==> src/rtl/enemy_field.sv <==
// enemy_field: falling enemy with bullet/player collisions, lives and score; ENEMY_SPEEDUP_EN adds score-based fall speed-up
module enemy_field #(
  parameter int E_SIZE     = 16,
  parameter int D_WIDTH    = 640,
  parameter int D_HEIGHT   = 480,
  parameter int SPEED      = 2,
  parameter int LIVES      = 3,
  parameter int HIT_FRAMES = 16
)(
  input  logic        i_clk,
  input  logic        i_rst,
  input  logic        i_ani_stb,
  input  logic        i_animate,
  input  logic        i_paused,
  input  logic        i_firing,
  input  logic [11:0] i_bx1,
  input  logic [11:0] i_bx2,
  input  logic [11:0] i_by1,
  input  logic [11:0] i_by2,
  input  logic [11:0] i_px1,
  input  logic [11:0] i_px2,
  input  logic [11:0] i_py1,
  input  logic [11:0] i_py2,
  output logic [11:0] o_ex1,
  output logic [11:0] o_ex2,
  output logic [11:0] o_ey1,
  output logic [11:0] o_ey2,
  output logic        o_hit,
  output logic        o_ouch,
  output logic        o_exploding,
  output logic        o_game_over,
  output logic [7:0]  o_score,
  output logic [1:0]  o_lives
);
  localparam int CW = $clog2(HIT_FRAMES + 1);
  if (E_SIZE + 511 > D_WIDTH - E_SIZE) begin : g_bad_size
    $error("enemy spawn range exceeds display width");
  end
  typedef enum logic [1:0] {SPAWN, FALL, HIT, OVER} state_t;
  state_t state, state_n;
  logic [11:0] ex, ey, ex_n, ey_n, step;
  logic [7:0] score, score_n;
  logic [1:0] lives, lives_n, lives_dec;
  logic [CW-1:0] cnt, cnt_n;
  logic [9:0] lfsr;
  logic hit_n, ouch_n, tick, p_ov, b_ov, bottom, last;
  assign tick = i_animate & i_ani_stb & ~i_paused;
  assign o_ex1 = ex - 12'(E_SIZE);
  assign o_ex2 = ex + 12'(E_SIZE);
  assign o_ey1 = ey - 12'(E_SIZE);
  assign o_ey2 = ey + 12'(E_SIZE);
  assign p_ov = (o_ex1 < i_px2) & (i_px1 < o_ex2) & (o_ey1 < i_py2) & (i_py1 < o_ey2);
  assign b_ov = i_firing & (o_ex1 < i_bx2) & (i_bx1 < o_ex2) & (o_ey1 < i_by2) & (i_by1 < o_ey2);
`ifdef ENEMY_SPEEDUP_EN
  assign step = 12'(SPEED) + (score[7:3] > 5'd3 ? 12'd3 : 12'(score[7:3]));
`else
  assign step = 12'(SPEED);
`endif
  assign bottom = ey + 12'(E_SIZE) + step >= 12'(D_HEIGHT);
  assign lives_dec = lives == 2'd0 ? 2'd0 : lives - 2'd1;
  assign last = cnt == CW'(HIT_FRAMES - 1);
  assign o_score = score;
  assign o_lives = lives;
  assign o_exploding = state == HIT;
  assign o_game_over = state == OVER;
  // next state, position and counters; everything holds unless a tick arrives
  always_comb begin
    state_n = state;
    ex_n = ex;
    ey_n = ey;
    score_n = score;
    lives_n = lives;
    cnt_n = cnt;
    hit_n = 1'b0;
    ouch_n = 1'b0;
    if (tick)
      case (state)
        SPAWN: begin
          ex_n = 12'(E_SIZE) + 12'(lfsr[8:0]);
          ey_n = 12'(E_SIZE);
          state_n = FALL;
        end
        FALL: begin
          if (p_ov) begin
            lives_n = lives_dec;
            ouch_n = 1'b1;
            state_n = HIT;
          end else if (b_ov) begin
            score_n = score == 8'hFF ? score : score + 8'd1;
            hit_n = 1'b1;
            state_n = HIT;
          end else if (bottom) begin
            lives_n = lives_dec;
            ouch_n = 1'b1;
            state_n = lives_dec == 2'd0 ? OVER : SPAWN;
          end else
            ey_n = ey + step;
        end
        HIT: begin
          cnt_n = last ? '0 : cnt + CW'(1);
          if (last) state_n = lives == 2'd0 ? OVER : SPAWN;
        end
        default: ;
      endcase
  end
  // state and datapath registers; the LFSR free-runs every clock
  always_ff @(posedge i_clk) begin
    if (i_rst) begin
      state <= SPAWN;
      ex <= 12'(D_WIDTH / 2);
      ey <= 12'(E_SIZE);
      score <= '0;
      lives <= 2'(LIVES);
      cnt <= '0;
      lfsr <= 10'h1A5;
      o_hit <= 1'b0;
      o_ouch <= 1'b0;
    end else begin
      state <= state_n;
      ex <= ex_n;
      ey <= ey_n;
      score <= score_n;
      lives <= lives_n;
      cnt <= cnt_n;
      lfsr <= {lfsr[8:0], lfsr[9] ^ lfsr[6]};
      o_hit <= hit_n;
      o_ouch <= ouch_n;
    end
  end
endmodule
==> config.mk <==
export PLATFORM = sky130hd
export DESIGN_NAME = enemy_field
export DESIGN_NICKNAME = d
export VERILOG_FILES = /design/src/rtl/enemy_field.sv
export SDC_FILE = /design/constraint.sdc
export NUM_CORES = 1
export LEC_CHECK = 0
export CORE_ASPECT_RATIO = 0.5
export CORE_MARGIN = 1.5
export CORE_UTILIZATION = 29
export DETAILED_ROUTE_END_ITERATION = 12
export GPL_ROUTABILITY_DRIVEN = 0
export PLACE_DENSITY = 0.6
export SKIP_CTS_REPAIR_TIMING = 1
export SYNTH_ARGS = -nofsm -noshare
export SYNTH_HDL_FRONTEND = slang
export SYNTH_SLANG_ARGS = --single-unit
==> constraint.sdc <==
create_clock -name i_clk -period 5.1 [get_ports i_clk]
set_clock_uncertainty 0.1 [all_clocks]
set_input_delay 0.51 -clock i_clk [delete_from_list [all_inputs] [get_ports i_clk]]
set_output_delay 0.51 -clock i_clk [all_outputs]
set_load 0.1 [all_outputs]
==> summary.md <==
| Metric | Value |
|---|---|
| Status | `completed` |
| Mapped cell area | `4870 um2` |
| Final-stage net count | `between 900 and 1,000` |
| Worst setup SP type | `flop` |
| Pin count of the biggest net entering global routing | `42` |
| Met3 WL post-DR | `approximately 560 um` |
| Top Ports | `164` |
| GRT Total Usage | `15.9%` |
| Synth unique cells | `65` |
| Max-cap viol count | `0` |
| Crit-path max FO | `13` |
| Hold crit path type | `reg -> reg` |
| Fillers | `between 1,500 and 2,000` |
| Critical Path AT | `approximately 4.7 ns` |
| Main synth FF type | `dfxtp_1` |
| Post-DR vias/cell | `between 4 and 5` |
| Antenna violations before repair | `0` |
| Crit path capture type | `flop` |
| Switching share of power | `approximately a third` |
| Sequential area share after synthesis | `between 20% and 30%` |
| DRT antenna net count | `0` |
| H-tree Lvls | `2` |
| Setup ws final | `roughly 0.53 ns` |
| Hold Fails Final Rpt | `0` |
| Mean post-synth cell area | `7.97 um2` |
| Slew margin rel. | `25.3%` |
| Clock tree buffer depth | `2` |
| CTS tree | `built` |
| Num CTS Buffers | `5` |
| Initial Utilization | `29.7%` |
| Die width | `~190 um` |
| Die Footprint | `approximately 18,000 um2` |
| First-pass GRT wire length | `roughly 22,000 um` |
| DRT Pass-1 Iters | `4` |
| Dpl hpwl | `roughly 12,000 um` |
| Final Util | `between 40% and 50%` |
| Post-synth EDFFs | `0` |
| Combinational Power Share | `a little under a third` |
| Pwr/cell area | `~160 nW/um2` |
| Std-Cell Rows | `33` |
| Clock sink count | `50` |
| Max Slew Vio Count | `0` |
| Final wirelength | `approximately 14,000 um` |
| Ys async rst share | `0%` |
| Cell taking the most area after synthesis | `ha_1` |
| Final period utilization | `89.7%` |
| Pleak | `0.00294 uW` |
| Reg2reg setup slack | `around 0.53 ns` |
| Net Sw Power | `approximately 340 uW` |
| Grt ovf | `0` |
| Yosys warning count | `0` |
| VDD IR-drop max | `about 0.000096 V` |
| Final setup fails | `0` |
| Tightest Pin Transition | `approximately 1.1 ns` |
| RSZ-0062 raised after global routing | `no` |
| Final min period | `approximately 4.6 ns` |
| Die Ht | `between 90 and 100 um` |
| Core Area | `about 16,000 um2` |
| Area contributors post-synth | `ha_1 (25%), dfxtp_1 (21%), inv_1 (6.0%), nand2_1 (4.6%), a21oi_1 (3.8%)` |
| Clock root buffer | `clkbuf_16` |
| Int Pwr | `721 uW` |
| Clock transition at the registers of the reported paths | `about 0.070 ns` |
| Vias in the first global route | `about 4,300` |
| Setup TNS | `0 ns` |
| Total number of vias | `approximately 4,600` |
| Setup CP Type | `reg -> reg` |
| Reg power frac | `a little under 40%` |
| Yosys reg bits | `50` |
| Antenna diodes | `0` |
| 1st-iter DRT viols | `between 200 and 250` |
| Met2 wire length | `roughly 6600 um` |
| PortBufs | `~160` |
| Clock Power Share | `a little over 30%` |
| Achievable Freq | `219 MHz` |
| DRC viols | `0` |
| Syn-to-layout area delta | `38.8%` |
| Synth top area share | `about a quarter` |
| Max Used Layer | `met4` |
| Worst skew pair latency | `around 0.29 ns` |
| Metal-1 WL | `roughly 6900 um` |
| CP required | `just over 5 ns` |
| Synth Instances | `about 600` |
| Pre-CTS setup slack | `around 0.56 ns` |
| Hold Worst Slack | `0.342 ns` |
| Wire per inst | `between 10 and 15 um` |
| Share of layout cells above drive strength 1 | `under 10%` |
registers in the layout, indices dropped and copies added (netlist names):
register / flops
o_score: 8
o_lives: 2
lfsr: 10
cnt: 5
state: 2
ey: 11
o_ouch: 1
ex: 10
o_hit: 1
area by class of cell:
class | count | area, um2 | share of cell area (%)
multi-input combinational | 449 | 3440 | 50.9
inverter | 78 | 293 | 4.33
sequential | 50 | 1000 | 14.8
tap | 227 | 284 | 4.20
timing repair buffer | 161 | 1600 | 23.7
clock buffer | 5 | 125 | 1.85
clock inverter | 2 | 13.8 | 0.204
worst paths after layout:
check,from,to,cells after the start
min reg2reg,cnt[4],cnt[4],2
max,ey[6],ey[9],12
min,cnt[4],cnt[4],2
max reg2reg,ey[6],ey[9],12
critical path, stage by stage, from the launching register on:
cell     delay (ns)
dfxtp_1        0.67
nand4_1        0.30
or3_1          0.43
and2_1         0.25
ha_1           0.35
nand4_1        0.16
nor3_1         0.29
o21ai_0        0.14
nand3_1        0.12
nor3_1         0.12
nor4_2         0.93
nand3_1        0.25
o311a_1        0.35
power groups by stage:
| stage | clock, uW | sequential (uW) | combinational, uW |
|---|---|---|---|
| after floorplan | 0 | 416 | 201 |
| after global placement | 0 | 421 | 317 |
| after detailed placement | 0 | 421 | 321 |
| after CTS | 342 | 412 | 323 |
| after global routing | 357 | 414 | 350 |
| final | 332 | 412 | 320 |
cells by family (layout without fill, tap and decap cells):
| family | after synthesis | after routing | synth area share (%) |
|---|---|---|---|
| AO/OA/AOI/OAI | 107 | 107 | 14.8 |
| XOR/XNOR | 28 | 28 | 5.04 |
| adder cells (fa/ha/maj) | 99 | 99 | 25.4 |
| buffers and inverters | 114 | 246 | 10.8 |
| flip-flops | 50 | 50 | 20.6 |
| multiplexers | 7 | 7 | 1.44 |
| other | 1 | 3 | 0.0770 |
| AND/OR/NAND/NOR | 205 | 205 | 21.8 |
routing by layer:
layer	up-vias	GRT usage, %
met3	10	2.20
met1	2142	21.7
li1	2405	-
met5	-	0
met4	0	2.49
met2	86	27.0
stage by stage:
stage | area, um2 | power (uW) | std cells
global placement | 6620 | 737 | 965
global route | 6760 | 1120 | 972
CTS | 6760 | 1080 | 972
detailed placement | 6620 | 742 | 965
finish | 6760 | 1060 | 972
floorplan | 4960 | 617 | 613
Yosys cell counts, drive strengths merged, types with 7 or more instances:
master / instances
nand3: 24
xnor2: 14
ha: 99
mux2i: 7
clkbuf: 10
nor3: 14
dfxtp: 50
o21ai: 13
a21oi: 37
nand2: 60
a211oi: 13
nor2b: 9
nor2: 35
nand4: 14
inv: 78
nor4: 8
buf: 26
xor2: 14
cell usage in the layout (no fill, tap or decap), drive strengths merged, types with 3 or more instances in the layout:
master,count
clkdlybuf4s50,158
ha,99
inv,79
nand2,60
dfxtp,50
a21oi,37
nor2,35
nand3,24
nand4,14
nor3,14
xnor2,14
xor2,14
o21ai,13
a211oi,13
nor2b,9
nor4,8
mux2i,7
or3,6
o211ai,6
or2,6
o31ai,5
and3,5
clkbuf,5
or4,4
a21o,4
and2,3
o22ai,3
a2111oi,3
nor4b,3
o311a,3
conb,3
buf,3
nor3b,3
o311ai,3
Power figures use the tool's default switching activity.
==> variant (same flow settings) <==
The option `ENEMY_SPEEDUP_EN` is turned on by a define.
--- a/src/rtl/enemy_field.sv
+++ b/src/rtl/enemy_field.sv
@@ -1,3 +1,5 @@
 // enemy_field: falling enemy with bullet/player collisions, lives and score; ENEMY_SPEEDUP_EN adds score-based fall speed-up
+`define ENEMY_SPEEDUP_EN
+
 module enemy_field #(
   parameter int E_SIZE     = 16,
Check against the original RTL: no difference found for any inputs over 4 cycles, from zero or initial values and one cycle with i_rst high; that may be too few to reach the edited logic, so the function may still have changed.
==> variant against the unedited design <==
Setup slack improved by 44 ps. Synthesized area rose by 9.0%. Sequential power increased by 2%. Power grew 4.8%. Fmax increased by 0.98%. Routed wire length increased by 11%. Final area is 7.7% higher. Sequential cell count up 1.
==> variant: results (changes against the unedited design) <==
Worst setup path
  – Delay of the slowest cell on the worst path: 550 ps (was 930 ps)
  – Data arrival time of the critical path: 4610 ps (was 4660 ps)
  – Critical path's slowest cell: sky130_fd_sc_hd__nor4_1 (was sky130_fd_sc_hd__nor4_2)
  – Maximum fanout encountered on the critical timing path: 14 (was 13)
  – R2r worst-path depth: 13 (was 12)

Drt
  – Detailed-route via count: 5107 (was 4643)
  – Final antenna-violating net count: 0 (unchanged)
  – First-pass iteration count of the detailed router: 5 (was 4)
  – Initial DRC count: 297 (was 203)
  – Wire per inst: 15.2 µm (was 14.6 µm)
  – Post-Route WL: 15700 µm (was 14200 µm)

Synth
  – Count of different cell masters after synthesis: 69 (was 65)
  – Sequential area share after synthesis: 19.2% (was 20.6%)
  – Leading cell types by count after synthesis: 106 x sky130_fd_sc_hd__ha_1, 79 x sky130_fd_sc_hd__inv_1, 51 x sky130_fd_sc_hd__dfxtp_1 (was 99 x sky130_fd_sc_hd__ha_1, 78 x sky130_fd_sc_hd__inv_1, 60 x sky130_fd_sc_hd__nand2_1)
  – Synthesized netlist cell count: 660 (was 611)
  – Prevailing post-synth register cell: sky130_fd_sc_hd__dfxtp_1 (unchanged)
  – Synth area leaders: sky130_fd_sc_hd__ha_1 25%, sky130_fd_sc_hd__dfxtp_1 19%, sky130_fd_sc_hd__inv_1 5.6%, sky130_fd_sc_hd__a21oi_1 4.2%, sky130_fd_sc_hd__xor2_1 3.5% (was sky130_fd_sc_hd__ha_1 25%, sky130_fd_sc_hd__dfxtp_1 21%, sky130_fd_sc_hd__inv_1 6.0%, sky130_fd_sc_hd__nand2_1 4.6%, sky130_fd_sc_hd__a21oi_1 3.8%)

Global route
  – Total routing usage reported by global routing: 16.3% (was 15.9%)
  – Number of global-route vias before repair: 4983 (was 4328)
  – Largest net degree at the start of global routing: 23 (was 42)
  – First-pass GRT wire length: 25200 µm (was 21900 µm)
  – Antenna violations before repair: 0 (unchanged)

Pwr
  – LEAKAGE: 3.11 nW (was 2.94 nW)
  – Peak VDD IR: 0.141 mV (was 0.0964 mV)
  – P_sw: 0.357 mW (was 0.342 mW)

STA
  – Worst relative slew slack: 30.2% (was 25.3%)

Place
  – # port buffers: 162 (was 158)
  – Pre-CTS setup slack: 567 ps (was 561 ps)
  – Detailed-placement wirelength estimate: 13400 µm (was 12000 µm)
  – Number of placed instances with taps included: 1026 (was 965)
  – Placed Instance Area: 0.00713 mm² (was 0.00662 mm²)

Cells and area
  – Fraction of layout cells with a size suffix above 1: 5.01% (was 4.83%)
  – Largest registers: ey x12, ex x10, lfsr x10 (was ey x11, ex x10, lfsr x10)
  – Number of fill cells in the layout: 1784 (was 1670)

Hold path
  – Number of stages on the worst hold path: 1 (was 2)

Clock network
  – CTS buffer count: 5 (unchanged)
  – CTS Buffer Depth: 2 (unchanged)

Run status
  – Run status: complete, no violations (unchanged)
[variant: path summary, 6_finish.rpt]
check / from / endpoint / slack [ps]
worst max-delay path: ey[6] / ey[4] / 570
worst min-delay path: lfsr[1] / lfsr[2] / 340
worst max register to register: ey[6] / ey[4] / 570
worst min register to register: lfsr[1] / lfsr[2] / 340
[variant: final cells by class]
cell class / count / area (µm²) / share of cell area (%)
clock inverter: 1 / 8.76 / 0.120
clock buffer: 6 / 139 / 1.91
sequential: 51 / 1020 / 14.0
timing repair buffer: 164 / 1640 / 22.5
tap: 234 / 293 / 4.02
inverter: 80 / 304 / 4.18
multi-input combinational: 497 / 3870 / 53.2
[variant: cells by family after synthesis]
kind of cell               Yosys count  synth area share (%)
muxes                                1                 0.189
AOI/OAI and AO/OA                  150                  19.3
DFF                                 51                  19.2
other                                1                0.0707
buffers and inverters              117                  9.93
adders and majority gates          107                  25.4
xor gates and xnor gates            36                  6.09
and+or+nand+nor                    197                  19.8
[variant: critical path, delay by kind of cell, from the launching register on]
| family | cells | cell delay [ps] |
|---|---|---|
| flip-flops | 1 | 490 |
| AND/OR/NAND/NOR | 4 | 1090 |
| AO/OA/AOI/OAI | 7 | 2240 |
| adder cells (fa/ha/maj) | 1 | 350 |
| XOR/XNOR | 1 | 160 |
[variant: power by group through the flow]
stage | Combinational [mW] | Clock [mW] | Sequential (mW)
2_1_floorplan | 0.225 | 0 | 0.424
3_3_place_gp | 0.349 | 0 | 0.430
3_5_place_dp | 0.353 | 0 | 0.431
4_1_cts | 0.355 | 0.349 | 0.422
5_1_grt | 0.390 | 0.363 | 0.423
6_report | 0.354 | 0.339 | 0.422
[variant: layer usage]
layer	vias up	track usage, %	part of all wire [%]
li1	2614	-	-
met1	2381	22.3	49
met2	102	27.3	45
met3	10	2.70	4.5
met4	0	2.58	0.85
met5	-	0	0
